`src/rtl/ads1115_sampler.sv`:
```
// Single-shot scan sequencer for an ADS1115 behind i2c_master: config write, conversion wait,
// pointer write, 2-byte read, then a one-cycle publish of the result per channel.
module ads1115_sampler #(
  parameter logic [6:0]  SLAVE_ADDR       = 7'h48,
  parameter int          NUM_CHANNELS     = 4,
  parameter logic [11:0] CONFIG_LOW       = 12'h3A3,
  parameter int          CONV_WAIT_CYCLES = 150000,
  parameter int          TIMEOUT_CYCLES   = 2000000
) (
  input  logic        clk,
  input  logic        reset_n,
  input  logic        enable,
  output logic        transaction_start,
  output logic        rd_nwr,
  output logic [6:0]  slave_addr,
  output logic [23:0] din,
  output logic [1:0]  transaction_bytes_num,
  input  logic [23:0] dout,
  input  logic        transaction_done,
  output logic [15:0] sample_data,
  output logic [1:0]  sample_channel,
  output logic        sample_valid,
  output logic        timeout_err
);

  localparam int WAIT_W = $clog2(CONV_WAIT_CYCLES + 1);
  localparam int TMO_W  = $clog2(TIMEOUT_CYCLES + 1);
  localparam logic [WAIT_W-1:0] CONV_LAST = WAIT_W'(CONV_WAIT_CYCLES - 1);
  localparam logic [TMO_W-1:0]  TMO_LAST  = TMO_W'(TIMEOUT_CYCLES - 1);
  localparam logic [1:0]        LAST_CH   = 2'(NUM_CHANNELS - 1);

  typedef enum logic [3:0] {
    S_IDLE      = 4'd0,
    S_CFG_START = 4'd1,
    S_CFG_WAIT  = 4'd2,
    S_CONV_WAIT = 4'd3,
    S_PTR_START = 4'd4,
    S_PTR_WAIT  = 4'd5,
    S_RD_START  = 4'd6,
    S_RD_WAIT   = 4'd7,
    S_PUBLISH   = 4'd8
  } state_t;

  state_t             state_r;
  logic [1:0]         ch_r;
  logic [WAIT_W-1:0]  wait_cnt_r;
  logic [TMO_W-1:0]   tmo_cnt_r;
  logic [15:0]        hold_r;

  // Low data byte is never part of a 2-byte read result.
  logic unused_dout_s;
  assign unused_dout_s = ^dout[7:0];

  // Sequencer state, counters and all registered outputs.
  always_ff @(posedge clk or negedge reset_n) begin
    if (!reset_n) begin
      state_r               <= S_IDLE;
      ch_r                  <= 2'd0;
      wait_cnt_r            <= {WAIT_W{1'b0}};
      tmo_cnt_r             <= {TMO_W{1'b0}};
      hold_r                <= 16'd0;
      transaction_start     <= 1'b0;
      rd_nwr                <= 1'b0;
      slave_addr            <= SLAVE_ADDR;
      din                   <= 24'd0;
      transaction_bytes_num <= 2'd0;
      sample_data           <= 16'd0;
      sample_channel        <= 2'd0;
      sample_valid          <= 1'b0;
      timeout_err           <= 1'b0;
    end else begin
      transaction_start <= 1'b0;
      sample_valid      <= 1'b0;
      timeout_err       <= 1'b0;
      slave_addr        <= SLAVE_ADDR;
      case (state_r)
        S_IDLE: begin
          if (enable) begin
            state_r <= S_CFG_START;
          end else begin
            state_r <= S_IDLE;
          end
        end
        S_CFG_START: begin
          transaction_start     <= 1'b1;
          rd_nwr                <= 1'b0;
          transaction_bytes_num <= 2'd3;
          // OS=1 starts a conversion; mux 3'b100+ch selects single-ended input ch.
          din                   <= {8'h01, 1'b1, 1'b1, ch_r, CONFIG_LOW};
          tmo_cnt_r             <= {TMO_W{1'b0}};
          state_r               <= S_CFG_WAIT;
        end
        S_CONV_WAIT: begin
          if (wait_cnt_r == CONV_LAST) begin
            state_r <= S_PTR_START;
          end else begin
            wait_cnt_r <= wait_cnt_r + WAIT_W'(1);
          end
        end
        S_PTR_START: begin
          transaction_start     <= 1'b1;
          rd_nwr                <= 1'b0;
          transaction_bytes_num <= 2'd1;
          din                   <= 24'h000000;
          tmo_cnt_r             <= {TMO_W{1'b0}};
          state_r               <= S_PTR_WAIT;
        end
        S_RD_START: begin
          transaction_start     <= 1'b1;
          rd_nwr                <= 1'b1;
          transaction_bytes_num <= 2'd2;
          tmo_cnt_r             <= {TMO_W{1'b0}};
          state_r               <= S_RD_WAIT;
        end
        S_CFG_WAIT, S_PTR_WAIT, S_RD_WAIT: begin
          // A done arriving on the last allowed cycle beats the timeout.
          if (transaction_done) begin
            tmo_cnt_r <= {TMO_W{1'b0}};
            case (state_r)
              S_CFG_WAIT: begin
                wait_cnt_r <= {WAIT_W{1'b0}};
                state_r    <= S_CONV_WAIT;
              end
              S_PTR_WAIT: state_r <= S_RD_START;
              S_RD_WAIT: begin
                hold_r  <= dout[23:8];
                state_r <= S_PUBLISH;
              end
              default: state_r <= S_IDLE;
            endcase
          end else if (tmo_cnt_r == TMO_LAST) begin
            timeout_err <= 1'b1;
            tmo_cnt_r   <= {TMO_W{1'b0}};
            state_r     <= S_IDLE;
          end else begin
            tmo_cnt_r <= tmo_cnt_r + TMO_W'(1);
          end
        end
        S_PUBLISH: begin
          sample_data    <= hold_r;
          sample_channel <= ch_r;
          sample_valid   <= 1'b1;
          ch_r           <= (ch_r == LAST_CH) ? 2'd0 : ch_r + 2'd1;
          state_r        <= enable ? S_CFG_START : S_IDLE;
        end
        default: state_r <= S_IDLE;
      endcase
    end
  end

endmodule

```
`config.mk`:
```
export PLATFORM = sky130hd
export DESIGN_NAME = ads1115_sampler
export DESIGN_NICKNAME = d
export VERILOG_FILES = /design/src/rtl/ads1115_sampler.sv
export SDC_FILE = /design/constraint.sdc
export NUM_CORES = 1
export LEC_CHECK = 0
export CORE_ASPECT_RATIO = 0.9
export CORE_MARGIN = 2
export CORE_UTILIZATION = 25
export CTS_BUF_LIST = sky130_fd_sc_hd__clkbuf_4 sky130_fd_sc_hd__clkbuf_8 sky130_fd_sc_hd__clkbuf_16
export CTS_CLUSTER_DIAMETER = 40
export DETAILED_ROUTE_END_ITERATION = 10
export PLACE_DENSITY = 0.45
export SYNTH_ARGS = -nofsm -noshare
export SYNTH_HDL_FRONTEND = slang
export SYNTH_SLANG_ARGS = --single-unit
```
`constraint.sdc`:
```
create_clock -name clk -period 2 [get_ports clk]
set_input_delay 0.3 -clock clk [delete_from_list [all_inputs] [get_ports clk]]
set_output_delay 0.3 -clock clk [all_outputs]
set_load 0.01 [all_outputs]
```
==> Yosys cells after proc, flatten, opt, wreduce, memory -nomap -nowiden <==
Cells that the tools add are included.
W data, S select, Z words.
{ "op_classes": {"n_addsub": 3, "n_eq_ne": 16, "n_mux": 22, "reduce_logical": 13} }
{ "op_table": {"columns": ["op", "count"], "rows": [
  ["$mux W18", 3],
  ["$pmux W24 S2", 1],
  ["$mux W21", 2],
  ["$pmux W21 S2", 1],
  ["$pmux W18 S2", 1],
  ["$pmux W4 S6", 1],
  ["$add A21 B1 Y21 const B", 1],
  ["$eq A21 B21 Y1 const B", 1],
  ["$add A18 B1 Y18 const B", 1],
  ["$eq A18 B18 Y1 const B", 1],
  ["$eq A4 B3 Y1 const B", 4],
  ["$mux W4", 3],
  ["$pmux W4 S3", 1],
  ["$eq A4 B2 Y1 const B", 2],
  ["$ne A2 B2 Y1 const B", 4],
  ["$reduce_bool A2 Y1", 4],
  ["$mux W1", 6],
  ["$pmux W2 S3", 1],
  ["$reduce_or A3 Y1", 2],
  ["$eq A4 B1 Y1 const B", 1],
  ["$eq A4 B4 Y1 const B", 1],
  ["$logic_not A4 Y1", 1],
  ["$reduce_and A4 Y1", 1],
  ["$reduce_or A2 Y1", 2],
  ["8 further kinds", 8]
]} }
{ "word_totals": {"regBits": 109, "inputBits": 28, "word_cells": 67} }

==> Logic depth before layout (Yosys ltp) <==
{ "depth": {"depth_word": 4, "ltp_mapped": 7, "depth_no_buf": 6} }

==> Least setup slack after synthesis <==
No wires, ideal clock.
{ "synth_path": {"path_kind": "register to register", "startpoint": "register tmo_cnt_r[17]", "endpoint": "register tmo_cnt_r[19]", "arrival_time_ns": 1.839, "required_ns": 1.881, "slack_ns": 0.043, "stages_incl_launch_ff": 7, "synth_period_minus_slack_ns": 1.957, "cell_sequence": "dfrtp_1 nand3_1 or4b_1 or4_4 a21oi_2 buf_4 nor2_1"} }
{ "synth_between": {"elab_chain_len": 4, "elab_cells_between_ends": 5} }
{ "synth_rtl": {"columns": ["item", "line", "text"], "rows": [
  ["start: declaration", "47", "logic [TMO_W-1:0] tmo_cnt_r;"],
  ["start signal: assignment", "60", "tmo_cnt_r <= {TMO_W{1'b0}};"],
  ["start signal: assignment", "90", "tmo_cnt_r <= {TMO_W{1'b0}};"],
  ["start signal: assignment", "105", "tmo_cnt_r <= {TMO_W{1'b0}};"],
  ["$add A21 B1 Y21 or $eq A21 B21 Y1 (tied branches)", "136, 131", null],
  ["$mux W21 *", "131", "end else if (tmo_cnt_r == TMO_LAST) begin"],
  ["$mux W21 *", "117", "if (transaction_done) begin"],
  ["$pmux W21 S2 *", "76", "case (state_r)"]
]} }
Every way passes the cells marked *; elsewhere a longest branch is shown, timed or not.
A chain may end at the register's enable or synchronous reset.

==> Worst setup path in the final report <==
{ "layout_path": {"startpoint": "register tmo_cnt_r[17]", "endpoint": "register tmo_cnt_r[1]"} }
{ "layout_between": {"elab_chain_len": 4} }
{ "layout_rtl": {"columns": ["item", "line"], "rows": [
  ["$eq A21 B21 Y1", "131"],
  ["$mux W21", "131"],
  ["$mux W21", "117"],
  ["$pmux W21 S2", "76"]
]} }
No other way between the ends.

==> results.md <==
* Post-layout util at 33.6%
* Area Growth Syn to Fin at 30.1%
* Max Freq at 514 MHz
* Nets at 527
* Fin Setup TNS at 0 ns
* Inserted Clock Buffers at 9
* Final Critical Period at 1.95 ns
* Multi-input gate area in the final layout at 0.00195 sq mm
* Hold depth at 1
* Number of synthesized flops with an enable pin at 0
* Total congestion overflow at 0
* Placer Congestion at 0.763
* Seq/Total Area, Yosys at 50.2%
* Switching power of the nets at 1.53 mW
* Total power draw at 4.82 mW
* Combinational share of power at 25.8%
* Fillers at 1755
* R2R setup slack at 0.05 ns
* Critical Path RT at 2.24 ns
* Register share of total power at 39.9%
* Initial antenna violation count at 0
* Worst setup margin at 0.0531 ns
* Outcome: finished, final reports clean
* Synthesized instance count at 415
* Final period utilization at 97.3%
* DRC viols at 0
* IO buf count at 54
* Clk slew on worst S/H paths at 0.07 ns
* Max Cap Viol at 0
* Wire per inst at 13.2 microns
* Slowest-stage cell, CP: or4b_4
* Cells along the critical path: nand3_1, or4b_4, or4_4, buf_4, a32o_1
* Crit start category: flop
* DRT Pass-1 Iters at 4
* Initial core utilization at 25.8%
* Pin count of the biggest net entering global routing at 46
* Final hold violations at 0
* Die height at 130 microns
* Worst reg2reg startpoint: tmo_cnt_r[17]
* Chip width at 144 microns
* Worst Hold Class: reg -> reg
* Number of global-route vias before repair at 3333
* Int Pwr at 3.29 mW
* Setup Viol. Count Final at 0
* Die area at 0.0186 sq mm
* Synth Cell Area at 0.00438 sq mm
* #FFs+latches synth at 88
* Clock Path Buffers at 2
* FF/Latch Area at 0.00220 sq mm
* Antenna Cells at 0
* Min-Delay Startpoint: hold_r[10]
* CP peak stage delay at 0.53 ns
* Critical path fanouts, max at 2
* Top FF cell, synth: dfrtp_1
* Core ar. at 0.0170 sq mm
* Synth cell types at 51
* Setup Skew at 0.00948 ns
* # IOs at 83
* Initial DRC Count at 163
* CP Buf/Inv Count at 1
* Hpwl dp at 6770 microns
* H-Tree Depth at 3
* Crit-path leading delay family: simple AND/OR/NAND/NOR gates
* CTS tree: done
* DR vias at 3257
* Switch share at 31.8%
* Worst R2R Path Depth at 5
* Worst R2R End: tmo_cnt_r[1]
* Setup Crit Path Kind: reg -> reg
* Max-slew violation count at 0
* Fraction of layout cells with a size suffix above 1 at 21.6%
* Critical path endpoint category: flop
* Post-Place Worst Slack at -0.0595 ns
* Clock sinks at 88
* Global-route wire length before repair at 16300 microns
* GR Util All Layers at 11.3%
* Worst VDD drop at 0.000494 V
* Syn. warnings at 0
* Worst-case hold path end point: hold_r[10]
* Rel. slew slack at 59.9%
* Root buf cell: clkbuf_16
* RSZ-0062 raised after global routing: yes
* Critical Path AT at 2.18 ns
* Static Leakage at 2.47 nW
* Routed Antenna Nets at 0
* Average size of a mapped cell at 10.6 sq um
* Row cnt at 45
* Asr flop ratio synth at 100%
* Final WL at 9740 microns
* Clock latency on the worst-skew pair at 0.35 ns
* PD cells at 845 mW/mm^2
* Worst Max-Slew Pin Slew at 0.601 ns
* Vias per std cell at 4.43
* Clock share of power at 34.3%
placed cells by master (no fill, tap or decap), drive strengths merged, types with 7 or more instances in the layout:
cell type	instances
a21oi	19
and3	7
buf	44
clkbuf	10
clkdlybuf4s50	53
conb	20
dfrtp	88
inv	13
mux2	37
nand2	24
nand3	13
nand4	13
nor2	35
nor3	9
o21ai	22
o31ai	8
or3	7
xnor2	10
xor2	10
cell usage after synthesis (2+ instances only):
cell type / instances / area share, %
nor4b_1: 4 / 0.80
buf_2: 4 / 0.46
nand3_1: 13 / 1.5
and2_1: 4 / 0.57
o21ai_0: 21 / 2.4
and4_1: 3 / 0.60
nor2_1: 35 / 3.0
nand2b_1: 4 / 0.57
nor4_1: 4 / 0.57
nor3_4: 2 / 0.74
mux2_2: 37 / 9.5
a21oi_1: 18 / 2.1
ha_1: 3 / 0.86
dfrtp_1: 88 / 50
nand4_1: 13 / 1.9
xor2_1: 10 / 2.0
xnor2_1: 10 / 2.0
o31ai_1: 8 / 1.4
nand2_1: 24 / 2.1
nor2b_1: 3 / 0.43
clkbuf_1: 9 / 0.77
or4_1: 5 / 0.86
o211ai_1: 6 / 1.0
or3_1: 7 / 1.0
conb_1: 2 / 0.17
inv_1: 10 / 0.86
and3_1: 7 / 1.0
nor3_1: 7 / 0.80
buf_4: 32 / 5.5
cells by family after synthesis:
kind of cell	synth area share, %
buffers and inverters	7.65
other	0.171
adder cells (fa/ha/maj)	0.856
flip-flops	50.2
XOR/XNOR	4.00
multiplexers	9.50
AND/OR/NAND/NOR	17.9
AO/OA/AOI/OAI	9.70
timing repair:
item                                   in CTS  in global routing
setup buffers                               2                  2
resized for setup                           2                  4
pin swaps                                   1                  3
endpoints found under the hold margin      42                  0
setup endpoints to repair                  12                 27
hold buffers                                1                  0
power by group through the flow:
stage | sequential, mW | combinational, mW | clock [mW]
after floorplan | 1.95 | 0.722 | 0
after global placement | 1.96 | 1.19 | 0
after detailed placement | 1.96 | 1.21 | 0
after CTS | 1.92 | 1.24 | 1.71
after global routing | 1.93 | 1.37 | 1.81
final | 1.93 | 1.24 | 1.65
metrics by stage:
| step | hold slack (ns) | instance area, sq um | instances |
|---|---|---|---|
| finish | 0.503 | 5710 | 736 |
| global placement | 0.359 | 5340 | 715 |
| detailed placement | 0.360 | 5340 | 715 |
| CTS | 0.504 | 5670 | 734 |
| global route | 0.519 | 5710 | 736 |
| floorplan | 0.00441 | 4450 | 433 |
flip-flops by register name (all words and copies together) (netlist names):
register / count
sample_channel: 2
sample_data: 16
din: 3
transaction_bytes_num: 2
rd_nwr: 1
wait_cnt_r: 18
sample_valid: 1
timeout_err: 1
state_r: 4
ch_r: 2
transaction_start: 1
tmo_cnt_r: 21
hold_r: 16
worst max-delay path by stage:
stage / startpoint / depth (start not counted) / end
CTS: tmo_cnt_r[13] / 5 / tmo_cnt_r[1]
floorplan: tmo_cnt_r[17] / 6 / tmo_cnt_r[19]
finish: tmo_cnt_r[17] / 5 / tmo_cnt_r[1]
global route: tmo_cnt_r[17] / 6 / state_r[1]
detailed placement: tmo_cnt_r[18] / 6 / tmo_cnt_r[16]
global placement: tmo_cnt_r[18] / 6 / tmo_cnt_r[16]
layer usage:
layer / track usage [%] / wire, microns / vias up
met5: 0 / 0 / -
met4: 3.75 / 124 / 0
met3: 4.66 / 637 / 6
met2: 17.7 / 4450 / 84
met1: 14.2 / 4520 / 1572
li1: - / - / 1595
cell type report:
cell class | count | share of cell area (%)
clock inverters | 6 | 0.899
clock buffers | 10 | 4.19
inverters | 10 | 0.658
flip-flops and latches | 88 | 38.6
well taps | 235 | 5.15
repair buffers | 98 | 16.4
multi-input cells | 289 | 34.1
No activity file was read; power rests on OpenSTA's default activity.
